$ cat src/rtl/branch_predictor_btb.sv
// Branch target buffer with per-entry saturating direction counters.
//
// The IF stage looks the buffer up every cycle (combinational, zero latency)
// to choose the next fetch PC. The Ex stage trains it with the resolved
// outcome of each branch or jump. It also flags a mispredict that triggers
// the redirect and flush, and counts resolved and mispredicted instructions.
//
// Ports
//   clk, rst            clock; asynchronous active-low reset
//   if_pc               PC being fetched
//   pred_taken          lookup predicts taken
//   pred_target         predicted next PC (stored target, or if_pc+4)
//   upd_valid           Ex holds a resolved control-flow instruction
//   upd_is_jump         jal/jalr (else conditional branch)
//   upd_pc              PC of the resolved instruction
//   upd_taken           actual outcome
//   upd_target          actual taken target
//   upd_pred_taken      prediction carried down the pipe
//   upd_pred_target     predicted target carried down the pipe
//   mispredict          Ex-stage redirect required
//   perf_branches       saturating count of resolved instructions
//   perf_mispredicts    saturating count of mispredicts
module branch_predictor_btb #(
  parameter int XLEN    = 32,
  parameter int ENTRIES = 16,
  parameter int CTR_W   = 2,
  parameter int PERF_W  = 16
) (
  input  logic              clk,
  input  logic              rst,
  input  logic [XLEN-1:0]   if_pc,
  output logic              pred_taken,
  output logic [XLEN-1:0]   pred_target,
  input  logic              upd_valid,
  input  logic              upd_is_jump,
  input  logic [XLEN-1:0]   upd_pc,
  input  logic              upd_taken,
  input  logic [XLEN-1:0]   upd_target,
  input  logic              upd_pred_taken,
  input  logic [XLEN-1:0]   upd_pred_target,
  output logic              mispredict,
  output logic [PERF_W-1:0] perf_branches,
  output logic [PERF_W-1:0] perf_mispredicts
);

  localparam int IDX_W = $clog2(ENTRIES);
  localparam int TAG_W = XLEN - IDX_W - 2;

  localparam logic [CTR_W-1:0]  CTR_ONE  = CTR_W'(1);
  localparam logic [CTR_W-1:0]  CTR_MAX  = '1;
  localparam logic [CTR_W-1:0]  CTR_WT   = CTR_ONE << (CTR_W - 1);
  localparam logic [CTR_W-1:0]  CTR_WNT  = CTR_WT - CTR_ONE;
  localparam logic [PERF_W-1:0] PERF_ONE = PERF_W'(1);
  localparam logic [PERF_W-1:0] PERF_MAX = '1;
  localparam logic [XLEN-1:0]   PC_STEP  = XLEN'(4);

  logic             valid_q  [ENTRIES];
  logic [TAG_W-1:0] tag_q    [ENTRIES];
  logic [XLEN-1:0]  target_q [ENTRIES];
  logic [CTR_W-1:0] ctr_q    [ENTRIES];

  // Instruction PCs are word aligned, so bits [1:0] take no part in index or tag.
  logic unused_pc_lsbs;
  assign unused_pc_lsbs = ^{if_pc[1:0], upd_pc[1:0]};

  // ---------------------------------------------------------------- lookup
  logic [IDX_W-1:0] lk_idx;
  logic [TAG_W-1:0] lk_tag;
  logic             lk_hit;

  assign lk_idx      = if_pc[IDX_W+1:2];
  assign lk_tag      = if_pc[XLEN-1:IDX_W+2];
  assign lk_hit      = valid_q[lk_idx] && (tag_q[lk_idx] == lk_tag);
  assign pred_taken  = lk_hit & ctr_q[lk_idx][CTR_W-1];
  assign pred_target = pred_taken ? target_q[lk_idx] : (if_pc + PC_STEP);

  // ---------------------------------------------------------------- resolve
  assign mispredict = upd_valid &
                      ((upd_pred_taken != upd_taken) |
                       (upd_taken & (upd_pred_target != upd_target)));

  logic [IDX_W-1:0] up_idx;
  logic [TAG_W-1:0] up_tag;
  logic             up_hit;
  logic [CTR_W-1:0] up_ctr;

  assign up_idx = upd_pc[IDX_W+1:2];
  assign up_tag = upd_pc[XLEN-1:IDX_W+2];
  assign up_hit = valid_q[up_idx] && (tag_q[up_idx] == up_tag);
  assign up_ctr = ctr_q[up_idx];

  logic             ctr_wr;
  logic             tgt_wr;
  logic             alloc;
  logic [CTR_W-1:0] ctr_nxt;

  always_comb begin
    ctr_wr  = 1'b0;
    tgt_wr  = 1'b0;
    alloc   = 1'b0;
    ctr_nxt = up_ctr;
    if (upd_valid) begin
      if (up_hit) begin
        ctr_wr = 1'b1;
        if (upd_is_jump) begin
          ctr_nxt = CTR_MAX;
          tgt_wr  = 1'b1;
        end else if (upd_taken) begin
          ctr_nxt = (up_ctr == CTR_MAX) ? up_ctr : up_ctr + CTR_ONE;
          tgt_wr  = 1'b1;
        end else begin
          ctr_nxt = (up_ctr == '0) ? up_ctr : up_ctr - CTR_ONE;
        end
      end else if (upd_taken) begin
        // Not-taken misses are not worth an entry; only taken ones allocate.
        ctr_wr  = 1'b1;
        tgt_wr  = 1'b1;
        alloc   = 1'b1;
        ctr_nxt = upd_is_jump ? CTR_MAX : CTR_WT;
      end
    end
  end

  always_ff @(posedge clk or negedge rst) begin
    if (!rst) begin
      for (int i = 0; i < ENTRIES; i++) begin
        valid_q[i] <= 1'b0;
        ctr_q[i]   <= CTR_WNT;
      end
    end else if (ctr_wr) begin
      ctr_q[up_idx] <= ctr_nxt;
      if (alloc) valid_q[up_idx] <= 1'b1;
    end
  end

  // Tag and target need no reset: an entry is ignored until its valid bit is set.
  always_ff @(posedge clk) begin
    if (tgt_wr) target_q[up_idx] <= upd_target;
    if (alloc)  tag_q[up_idx]    <= up_tag;
  end

  // ---------------------------------------------------------------- perf
  always_ff @(posedge clk or negedge rst) begin
    if (!rst) begin
      perf_branches    <= '0;
      perf_mispredicts <= '0;
    end else if (upd_valid) begin
      if (perf_branches != PERF_MAX) perf_branches <= perf_branches + PERF_ONE;
      if (mispredict && (perf_mispredicts != PERF_MAX))
        perf_mispredicts <= perf_mispredicts + PERF_ONE;
    end
  end

endmodule

$ cat config.mk
export PLATFORM = sky130hd
export DESIGN_NAME = branch_predictor_btb
export DESIGN_NICKNAME = d
export VERILOG_FILES = /design/src/rtl/branch_predictor_btb.sv
export SDC_FILE = /design/constraint.sdc
export NUM_CORES = 1
export LEC_CHECK = 0
export ABC_AREA = 1
export CAP_MARGIN = 40
export CORE_AREA = 4 4 280 391
export DETAILED_ROUTE_END_ITERATION = 10
export DIE_AREA = 0 0 284 395
export REMOVE_ABC_BUFFERS = 1
export SLEW_MARGIN = 20
export SYNTH_ARGS = -nofsm -noshare
export SYNTH_HDL_FRONTEND = slang
export SYNTH_SLANG_ARGS = --single-unit
$ cat constraint.sdc
create_clock -name clk -period 4.1 [get_ports clk]
set_input_delay 0.82 -clock clk [delete_from_list [all_inputs] [get_ports clk]]
set_output_delay 0.82 -clock clk [all_outputs]
set_load 0.03 [all_outputs]
Yosys cells after proc, flatten, opt, wreduce, memory -nomap -nowiden
Memory sizes are Yosys's and may differ from the RTL's.
Cells that the tools add are included.
{"block": "word_totals", "regBits": 80, "ramBits": 928, "out_inout_bits": 66, "wordCells": 104, "n_memories": 2}
{"memory": "target_q", "words": 16, "word_bits": 32, "rd": 1, "rd_clocked_by_memory_dff": 0, "write_ports": 1, "line_no": "59", "source": "logic [XLEN-1:0] target_q [ENTRIES];"}
{"memory": "tag_q", "words": 16, "word_bits": 26, "rd": 2, "rd_clocked_by_memory_dff": 0, "write_ports": 1, "line_no": "58", "source": "logic [TAG_W-1:0] tag_q [ENTRIES];"}
{"block": "classes", "addsub": 5, "n_lt_le_gt_ge": 3, "n_eq_ne": 7, "n_mux": 38, "n_bitwise": 7, "n_reduce_logical": 8}
{"op": "equality test 26 bit", "n": 2}
{"op": "adder 16 x 1 -> 16 bit, second input constant", "n": 2}
{"op": "adder 32 x 3 -> 32 bit, second input constant", "n": 1}
{"op": "bitwise mux 32 bit", "n": 1}
{"op": "two-way mux 32 bit", "n": 1}
{"op": "inequality test 16 bit, second input constant", "n": 2}
{"op": "inequality test 32 bit", "n": 1}
{"op": "two-way mux 2 bit", "n": 12}
{"op": "two-way mux 1 bit", "n": 18}
{"op": "binary-select mux 2 bit (select 4 bit)", "n": 2}
{"op": "bitwise OR 16 bit", "n": 1}
{"op": ">= comparator 5 bit, second input constant", "n": 2}
{"op": "NOT 4 -> 5 bit", "n": 2}
{"op": "binary-select mux 1 bit (select 4 bit)", "n": 2}
{"op": "demux 2 bit (select 4 bit)", "n": 1}
{"op": "AND reduction 2 bit", "n": 3}
{"op": "less-than comparator 5 x 1 -> 1 bit, second input constant", "n": 1}
{"op": "demux 1 bit (select 4 bit)", "n": 1}
{"op": "logical AND 1 bit", "n": 4}
{"op": "AND 1 bit", "n": 3}
{"op": "adder 2 x 1 -> 2 bit, second input constant", "n": 1}
{"op": "equality test 2 bit, second input constant", "n": 1}
{"op": "logical NOT 2 bit", "n": 1}
{"op": "subtractor 2 x 1 -> 2 bit, second input constant", "n": 1}
{"op": "2 further kinds", "n": 2}

Longest topological paths before layout
{"block": "logic_depth", "ltp_word": 11, "depth_mapped": 24, "mapped_depth_nobuf": 21}

Worst setup path before layout
Ideal clock, no wire load.
{"block": "synth_path", "path_kind": "input to register", "start": "input upd_pc[2]", "end": "memory target_q[11][0] (enable)", "arrival_ps": 4029, "required_ps": 3679, "setup_slack_ps": -350, "path_stages": 20, "n_path_buf": 5, "cell_sequence": "buf_4 -> buf_6 -> buf_6 -> buf_2 -> nand2_1 -> o21ai_0 -> nand2_1 -> nand2_1 -> nand2_1 -> nand2_1 -> o21bai_1 -> nand2_1 -> nor2_1 -> nand3_1 -> nor2_1 -> nand2_1 -> nand2_2 -> buf_6 -> nand3_1 -> nor2_1"}
{"block": "synth_via", "elab_chain_cells": 9, "elab_cells_between_ends": 11, "classes_between": "1 x eq/ne; 7 x mux; 1 x bitwise; 1 x reduce/logical; 1 x memory"}
{"item": "from (decl)", "line_no": "36", "source": "input logic [XLEN-1:0] upd_pc,"}
{"item": "branches (longest 9 deep; another with memory (16 x 26 bit))"}
{"item": "to (decl)", "line_no": "59"}
Several ways; the timed one is not identified. The select of a mux whose other input is x is not followed.

Worst setup path in the final report
{"block": "layout_path", "start": "input if_pc[2]", "end": "output pred_target[13]"}
{"block": "layout_via", "elab_chain_cells": 7, "elab_cells_between_ends": 14, "classes_between": "1 x add/sub; 1 x eq/ne; 7 x mux; 2 x bitwise; 1 x reduce/logical; 2 x memory"}
{"item": "from (decl)", "line_no": "31", "source": "input logic [XLEN-1:0] if_pc,"}
{"item": "branches (longest 6 deep; another with memory (16 x 26 bit))"}
{"item": "two-way mux 32 bit (*)", "line_no": "75", "source": "assign pred_target = pred_taken ? target_q[lk_idx] : (if_pc + PC_STEP);"}
{"item": "to (decl)", "line_no": "33", "source": "output logic [XLEN-1:0] pred_target,"}
Every way passes the cells marked *. The select of a mux whose other input is x is not followed.

==> metrics.txt <==
sum of buffers and inverters on the critical path=9; final period utilization=107%; Seq/Total Area, Yosys=63.1%; Final Util=57.2%; GRT met1 Usage=35.6%; clock buffer depth=3; Slew @ Worst Pin=0.839 ns; First-pass DRT Iterations=6; synthesized-area fraction occupied by adder cells=0.0793%; met3 usage=4.55%; Final setup viols=33; xor/xnor cell area share of the yosys netlist=~1.4%; count of final hold-check violations=0; Slowest cell on crit path=buf_16; Mapped Cells=4,861; RSZ-0062 raised after global routing=true; min Tclk post-route=4.38 ns; fin nets=5,623; post-DR wirelength/cell=24.9 um; Arrival @ worst endpoint=roughly 3.6 ns; First DRT Iteration DRCs=4,040; core area=106,000 um^2; PD cells=395 nW/um^2; largest stage delay on the critical path=0.19 ns; Clk network pwr share=a little under two fifths; CP top delay family=buffers and inverters; pre-CTS setup slack=-0.719 ns; Yosys cell types=50; Tightest Hold Check Type=in2async; Initial Util=44.8%; initial antenna violation count=3; total CTS buffers=97; row cnt=141; hpwl dp=115 mm; top cell type's share of synthesized area=58.9%; root buffer cell=clkbuf_16; Avg Synthesized Cell Area=9.74 um^2; die area=112,000 um^2; clock net sink count=roughly 1,000; outcome=complete, but fails checks; Yosys reg bits=1,008; Synth Area in Compound Gates=12.2%; final worst setup slack=-0.282 ns; worst path required time=3.28 ns; relative slew slack=44.1%; FMAX=228 MHz; cell taking the most area after synthesis=edfxtp_1; largest net degree at the start of global routing=123; worst-skew pair later-pin latency=between 0.7 and 0.8 ns; Syn Std Cell Area=47,300 um^2; cts hold-fix bufs=0; library cell with the highest instance count after synthesis=nand2_1; Worst Setup Path Type=in2out; Area Overhead vs Synth=27.7%; failing checks=negative setup slack; Buffers on Ports=197; Pint=0.0177 W; GP Congestion=0.988; post-route ant nets=0; IO Pins=200; first-pass GRT wire length=~240 mm; Slew Limit Fails=0; Async S/R FF share, synth=7.94%; vias in the first global route=37,600; maxcap violations=0; number of flops mapped to enable cells by yosys=928; Vias=~40,000; busiest metal layer after global routing=met2; Flop pwr share=between 40% and 50%; top cells by area, synth=edfxtp_1 (59%), nand2_1 (10%), o21ai_0 (6.8%), nor2_1 (4.3%), dfrtp_1 (3.4%); Die Wd=~280 um; PnR Total Power=0.0239 W; CTS tree=built; Logic pwr share=13.6%; Max rail drop VDD=0.000360 V; DRC violations left=0; fill count=8,869; share of cells above drive strength 1=between 15 and 20%; crit path capture type=output port; gr ovfl total=0; largest family of logic cells by synthesized area=simple AND/OR/NAND/NOR gates; Yosys warning count=0; GRT Total Usage=29.2%; synth cell count leaders=nand2_1 (1,280), edfxtp_1 (928), o21ai_0 (642); Sw Ratio=25.9%; CP startpoint kind=input pin; GR Layer Usage met2=50.4%; Vias/cell=5.75; die height=395 um; post-synthesis simple-gate area fraction=17.9%; H-Tree Level Count=3; Psw=0.00619 W; post-synthesis mux area share=0%; worst clock skew=around 0.035 ns; Post-Route WL=172 mm; worst path cell trace=buf_16 -> clkinv_16 -> buf_12 -> buf_8 -> a21oi_1 -> o21ai_1 -> nand2_2 -> nand2_1 -> nand2_1 -> inv_1 -> nand2_2 -> xnor2_2 -> nand4_1 -> nor2_2 -> nand2_2 -> nor2_4 -> buf_12 -> buf_4 -> nor2_1 -> nor2_1 -> buf_4 -> buf_12; Pleak=23.5 nW; Most used DFF post-synth=edfxtp_1; Worst-path clk slew=approximately 0.06 ns; largest fanout on the critical path=8; Sum Neg Setup Slack=-7.80 ns
==> sequential cells by signal (all words and copies together), names as in the netlist <==
| register | flops |
|---|---|
| tag_q | 416 |
| ctr_q | 32 |
| valid_q | 16 |
| target_q | 512 |
| perf_mispredicts | 16 |
| perf_branches | 16 |
==> worst paths after layout <==
| check | start | endpoint | slack, ns | cells past startpoint |
|---|---|---|---|---|
| setup / recovery | if_pc[2] | pred_target[13] | -0.28 | 22 |
| hold / removal | rst | perf_mispredicts[1]$_DFFE_PN0P_ | 0.05 | 1 |
| setup reg to reg | tag_q[3][1]$_DFFE_PP_ | target_q[12][15]$_DFFE_PP_ | 0.71 | 21 |
| hold reg to reg | ctr_q[0]$_DFFE_PN1P_ | ctr_q[0]$_DFFE_PN1P_ | 0.47 | 2 |
| max in group asynchronous | rst | ctr_q[2]$_DFFE_PN1P_ | 3.37 | 2 |
| min in group clk | ctr_q[0]$_DFFE_PN1P_ | ctr_q[0]$_DFFE_PN1P_ | 0.47 | 2 |
==> cells by family after synthesis <==
kind of cell	after synthesis
XOR/XNOR	77
buffers and inverters	594
adder cells (fa/ha/maj)	3
flip-flops	1008
AO/OA/AOI/OAI	1050
AND/OR/NAND/NOR	2129
==> power by group through the flow <==
stage	sequential [W]	clock [W]	combinational, W
6_report	0.0116	0.00904	0.00325
4_1_cts	0.0116	0.00915	0.00313
5_1_grt	0.0116	0.00953	0.00346
3_5_place_dp	0.0118	0	0.00302
2_1_floorplan	0.0119	0	0.00115
3_3_place_gp	0.0118	0	0.00299
==> stage by stage <==
| step | hold slack (ns) | cell area [um^2] | cells |
|---|---|---|---|
| detailed placement | 0.464 | 55900 | 6701 |
| finish | 0.0539 | 60400 | 6929 |
| global placement | 0.461 | 55800 | 6699 |
| CTS | 0.0395 | 59800 | 6900 |
| global route | 0.0898 | 60400 | 6926 |
| floorplan | 0.450 | 46000 | 4577 |
==> final cells by class <==
type	instances	area, um^2	share of cell area [%]
flip-flops and latches	1008	29900	49.5
multi-input cells	3259	15700	26.0
repair buffers	806	8640	14.3
clock buffers	135	2670	4.42
well taps	1358	1700	2.81
inverters	310	1200	1.99
clock inverters	46	529	0.876
repair inverters	4	72.6	0.120
diodes	3	7.51	0.0124
==> cells in the final DEF (no fill, tap or decap), types with 13 or more instances in the layout <==
cell type           n
dfstp_2            16
o211ai_1           45
o21ai_1            90
edfxtp_1          928
nand3_1           170
clkbuf_1           27
nor2_4             37
o221ai_1           53
nand2_2            31
clkbuf_16         107
buf_12            129
a21oi_1           137
buf_6              14
xnor2_1            26
nand4_1            26
nand3_2            36
o21ai_0           565
xor2_1             47
clkinv_2           14
dfrtp_1            64
a22oi_1            16
nor2_1            505
o21ai_2            13
nand2_1          1251
inv_1             296
nor3_1             28
buf_4             477
clkdlybuf4s50_1   155
clkinv_1           14
o22ai_1            94
==> worst register-to-register path, cell delays in order, from the launching register on <==
cell and delay, ns:
edfxtp_1 0.39, nand2_1 0.08, nand2_1 0.05, nand2_1 0.05, nand2_1 0.05, nand2_1 0.07
nand2_1 0.07, nor2_1 0.19, nor2_1 0.08, nor2_1 0.26, buf_4 0.18, nand2_1 0.04
nor2_1 0.11, nand2_1 0.12, nor2_1 0.11, buf_4 0.15, nand2_1 0.09, nand2_2 0.08
buf_4 0.17, nand3_1 0.18, nor2_4 0.27, buf_12 0.25
==> timing repair <==
item,in CTS,in global routing
setup endpoints to repair,34,34
pin swaps,17,34
setup buffers,8,12
resized for setup,121,118
gates cloned,10,14
hold endpoints to repair,0,0
==> metal layers <==
layer | up-vias | wire length (um)
li1 | 18000 | -
met1 | 19400 | 63100
met2 | 1938 | 84100
met3 | 491 | 14300
met4 | 0 | 10800
met5 | - | 0
No activity file was read; power rests on OpenSTA's default activity.
